[config.mk]
export PLATFORM = sky130hd
export DESIGN_NAME = universal_shift_reg
export DESIGN_NICKNAME = d
export VERILOG_FILES = /design/src/rtl/universal_shift_reg.sv
export SDC_FILE = /design/constraint.sdc
export NUM_CORES = 1
export LEC_CHECK = 0
export CAP_MARGIN = 0
export CORE_AREA = 2 2 71 46
export CTS_CLUSTER_DIAMETER = 40
export CTS_CLUSTER_SIZE = 20
export DETAILED_ROUTE_END_ITERATION = 6
export DIE_AREA = 0 0 73 48
export DONT_BUFFER_PORTS = 1
export HOLD_SLACK_MARGIN = 0.08
export PLACE_DENSITY_LB_ADDON = 0.05
export SETUP_SLACK_MARGIN = 0.1
export SYNTH_ARGS = -nofsm -noshare
export SYNTH_HDL_FRONTEND = slang
export SYNTH_SLANG_ARGS = --single-unit
export TNS_END_PERCENT = 5
[constraint.sdc]
create_clock -name clock -period 2.9 [get_ports clock]
set_clock_uncertainty 0.2 [all_clocks]
set_input_delay 0.145 -clock clock [delete_from_list [all_inputs] [get_ports clock]]
set_output_delay 0.145 -clock clock [all_outputs]
set_load 0.1 [all_outputs]
[src/rtl/universal_shift_reg.sv]
// universal_shift_reg: WIDTH-bit load/clear/shift/rotate register with counted multi-step commands
module universal_shift_reg #(
    parameter int WIDTH = 8,
    parameter int AMT_W = 4
) (
    input  logic             clock,
    input  logic             reset,
    input  logic [2:0]       mode,
    input  logic [WIDTH-1:0] data,
    input  logic             serial_in,
    input  logic             start,
    input  logic [AMT_W-1:0] amount,
    output logic [WIDTH-1:0] q,
    output logic [WIDTH-1:0] q_dot,
    output logic             serial_out,
    output logic             busy,
    output logic             done
);
    typedef enum logic [2:0] {HOLD, LOAD, SHL, SHR, ROL, ROR, ASR, CLR} op_t;
    typedef enum logic {IDLE, RUN} state_t;
    state_t state, state_next;
    op_t mode_op, op, sel;
    logic [AMT_W-1:0] cnt;
    logic [WIDTH-1:0] step_q;
    logic step_so, multi, launch, last, apply_step;
    assign q_dot = ~q;
    assign mode_op = op_t'(mode);
    assign multi = !(mode_op == HOLD || mode_op == LOAD || mode_op == CLR);
    assign launch = state == IDLE && start;
    assign last = state == RUN && cnt == AMT_W'(1);
    // the start edge of a counted command only latches it; q moves on later edges
    assign apply_step = !(launch && multi);
    assign sel = state == RUN ? op : mode_op;
    always_comb begin
        step_q = q;
        step_so = serial_out;
        case (sel)
            LOAD: step_q = data;
            SHL: begin step_q = {q[WIDTH-2:0], serial_in}; step_so = q[WIDTH-1]; end
            SHR: begin step_q = {serial_in, q[WIDTH-1:1]}; step_so = q[0]; end
            ROL: begin step_q = {q[WIDTH-2:0], q[WIDTH-1]}; step_so = q[WIDTH-1]; end
            ROR: begin step_q = {q[0], q[WIDTH-1:1]}; step_so = q[0]; end
            ASR: begin step_q = {q[WIDTH-1], q[WIDTH-1:1]}; step_so = q[0]; end
            CLR: step_q = '0;
            default: step_q = q;
        endcase
    end
    always_comb begin
        state_next = state;
        if (launch && multi && amount != '0)
            state_next = RUN;
        else if (last)
            state_next = IDLE;
    end
    always_ff @(posedge clock) begin
        if (reset) begin
            state <= IDLE;
            op <= HOLD;
            cnt <= '0;
            q <= '0;
            serial_out <= 1'b0;
            busy <= 1'b0;
            done <= 1'b0;
        end else begin
            state <= state_next;
            busy <= state_next == RUN;
            done <= (launch && (!multi || amount == '0)) || last;
            if (apply_step) begin
                q <= step_q;
                serial_out <= step_so;
            end
            if (launch && multi) begin
                op <= mode_op;
                cnt <= amount;
            end else if (state == RUN)
                cnt <= cnt - 1'b1;
        end
    end
endmodule

==> key figures <==
Flow run
  – Max Cap Viol: 0

Synth
  – Post-Syn Instances: 156
  – Post-synth cell types: 43
  – Syn Area/Cell: slightly below 8 µm²
  – Mapped Area: around 1200 µm²
  – Warnings, synthesis: 0
  – #FFs+latches synth: 18
  – Sequential area share after synthesis: between 20% and 30%
  – Post-Syn Nets: around 180

STA
  – Count of pins over their slew limit: 0
  – Worst-Margin Slew: approximately 1.1 ns
  – RSZ-0062 raised after global routing: no
  – Setup TNS: 0 ns
  – Final setup violation count: 0
  – Setup ws final: 0.490 ns
  – Final period util: between 80 and 90%
  – Fmax: just over 400 MHz
  – Max transition margin: 27.0%
  – Min Tclk post-route: 2.41 ns
  – Final Hold Violating Endpoints: 0

Setup path
  – Critical path class: input port to flip-flop
  – Worst EP required: around 2.9 ns
  – Maximum net fanout on the critical path: 2
  – Crit end category: flip-flop
  – Startpoint Class: input port
  – CP arrival: 2.39 ns

Placed design
  – PortBufs: 0
  – Setup WS pre-CTS: ~0.87 ns
  – Final GP Congestion: a little over 0.8
  – Post-DP HPWL: 2470 µm

Clock network
  – Clk Latency, worst-skew pair: around 0.26 ns
  – CTS Buffer Depth: 2
  – H-tree Lvls: 1
  – Clock slew at reported path FFs: around 0.080 ns
  – TritonCTS Sinks: 18
  – TritonCTS clock tree: done
  – CTS buffer count: 3
  – Postcts setup bufs: 0
  – PostCTS Resize Cnt: 0
  – CTS root buffer: clkbuf_8

Finish
  – Area taken by multi-input logic gates: 736 µm²
  – Register area: about 360 µm²
  – N_diodes: 0
  – Final net count: between 200 and 250
  – Most common cell after layout, fill and taps aside: nand2_1
  – Most frequent cells in the layout: 22 x nand2_1, 20 x dlygate4sd3_1, 17 x dfxtp_1, 15 x a21oi_1, 14 x buf_4
  – Area grow syn2layout: 27.6%
  – Share of cells above drive strength 1: 14.7%
  – Fillers: roughly 270

Die
  – Die Y: between 40 and 50 µm
  – Row cnt: 15
  – Core footprint: 2800 µm²
  – Die ar.: between 3000 and 4000 µm²
  – Starting density of the core: between 40% and 50%
  – I/O pin count: 38
  – Die width: about 73 µm

Power and ir drop
  – PwrDens: 665 nW/µm²
  – P_leak: between 0.5 and 0.6 nW
  – Peak supply drop: 0.000444 V

Drt
  – Final WL: roughly 3600 µm
  – Total number of vias: about 1,300
  – # DRC: 0
  – DR iter-0 viols: 84
  – ANT nets after route: 0
  – Vias per Instance: 5.93
  – Wirelength per Cell: 16.3 µm
  – Total iterations of the first detailed-routing run: 4

Global routing
  – Largest net degree at the start of global routing: 18
  – GRT Util Overall: roughly a fifth
  – Grt met2 use: between 30% and 40%
  – Global-route wire length before repair: around 5500 µm
  – Met1 GRT Util: between 20% and 30%
  – Top Usage Layer GRT: met2
  – Grt total ovfl: 0
  – Initial antenna violation count: 0
  – Vias in the first global route: between 1,000 and 1,500
  – GR Util met3: 5.26%

Min path
  – Type of the worst min-delay path: input port to flip-flop

Outcome
  – Outcome: complete, no violations
[worst max-delay path: stages]
cell	delay (ns)
dlygate4sd3_1	0.56
nor4_1	0.30
dlygate4sd3_1	0.61
o21ai_0	0.07
dlygate4sd3_1	0.57
a21oi_1	0.13
[cells by family (layout without fill, tap and decap cells)]
kind of cell	after synthesis	after routing	share of synthesized area, %
and+or+nand+nor	54	54	20.9
AOI/OAI and AO/OA	51	51	30.5
buffers and inverters	23	51	9.69
DFF	18	18	29.7
xor gates and xnor gates	4	4	3.51
muxes	4	4	3.61
adders and majority gates	2	2	2.06
[path summary, 6_finish.rpt]
check | startpoint | endpoint | slack (ns) | cells past startpoint
max | amount[0] | done$_SDFF_PP0_ | 0.49 | 6
min | mode[1] | q[7]$_SDFFE_PP0P_ | 0.14 | 4
max reg2reg | state$_SDFFE_PP0P_ | state$_SDFFE_PP0P_ | 0.71 | 5
min reg2reg | cnt[0]$_SDFFE_PP0P_ | cnt[0]$_SDFFE_PP0P_ | 0.33 | 2
[through the flow]
step / std cells / total power, W / utilization, % / hold WS, ns / instance area [µm²]
2_1_floorplan: 156 / 0.000726 / - / 0.0235 / 1210
3_3_place_gp: 194 / 0.000788 / 46.3 / 0.0145 / 1290
3_5_place_dp: 194 / 0.000793 / 46.3 / 0.0145 / 1290
4_1_cts: 218 / 0.00103 / 55.4 / 0.144 / 1550
5_1_grt: 218 / 0.00108 / 55.4 / 0.184 / 1550
6_report: 218 / 0.00103 / 55.4 / 0.144 / 1550
[sequential cells by signal (all words and copies together) (netlist names)]
signal,count
cnt,4
state,1
done,1
q,8
op,3
serial_out,1
[cell usage after synthesis (all sizes together)]
| library cell | number | area (µm²) |
|---|---|---|
| mux2i | 4 | 43.8 |
| nand2b | 3 | 18.8 |
| a22oi | 1 | 7.51 |
| a221oi | 2 | 17.5 |
| ha | 2 | 25.0 |
| a21boi | 1 | 7.51 |
| a311oi | 1 | 8.76 |
| inv | 13 | 48.8 |
| and2b | 1 | 7.51 |
| nand2 | 24 | 95.1 |
| nor3 | 5 | 25.0 |
| nor4 | 5 | 31.3 |
| a31oi | 2 | 12.5 |
| o311ai | 1 | 8.76 |
| nand3 | 3 | 20.0 |
| a311o | 1 | 10.0 |
| buf | 9 | 65.1 |
| a2111oi | 1 | 8.76 |
| a32o | 6 | 60.1 |
| a21o | 1 | 7.51 |
| a211oi | 2 | 15.0 |
| o22a | 1 | 8.76 |
| or3 | 1 | 6.26 |
| a221o | 6 | 60.1 |
| a21oi | 15 | 75.1 |
| xor2 | 3 | 26.3 |
| o22ai | 2 | 12.5 |
| o21ai | 5 | 25.0 |
| dfxtp | 18 | 360 |
| clkbuf | 1 | 3.75 |
| o211a | 1 | 10.0 |
| nor2b | 1 | 6.26 |
| o211ai | 2 | 15.0 |
| nor2 | 11 | 43.8 |
| xnor2 | 1 | 16.3 |
[power by group]
part / leakage [nW] / total, W / internal, W / switching, W
Combinational: 0.421 / 0.000427 / 0.000129 / 0.000298
Clock: 0.0288 / 0.000210 / 0.000121 / 0.0000896
Sequential: 0.148 / 0.000393 / 0.000276 / 0.000117
[what timing repair did]
| item | in CTS | in global routing |
|---|---|---|
| endpoints found under the hold margin | 18 | 0 |
| hold buffers | 20 | 0 |
| endpoints found under the setup margin | 0 | 0 |
[per-layer routing]
layer / wire length (µm) / vias up
met3: 213 / 4
li1: - / 629
met1: 1720 / 626
met5: 0 / -
met2: 1580 / 34
met4: 34 / 0
[area by class of cell]
class                      instances  share of cell area [%]
tap                               34                    2.75
sequential                        18                    23.3
inverter                          13                    3.15
multi-input combinational        115                    47.5
clock buffer                       4                    3.55
timing repair buffer              34                    19.7
No activity file was read; power rests on OpenSTA's default activity.
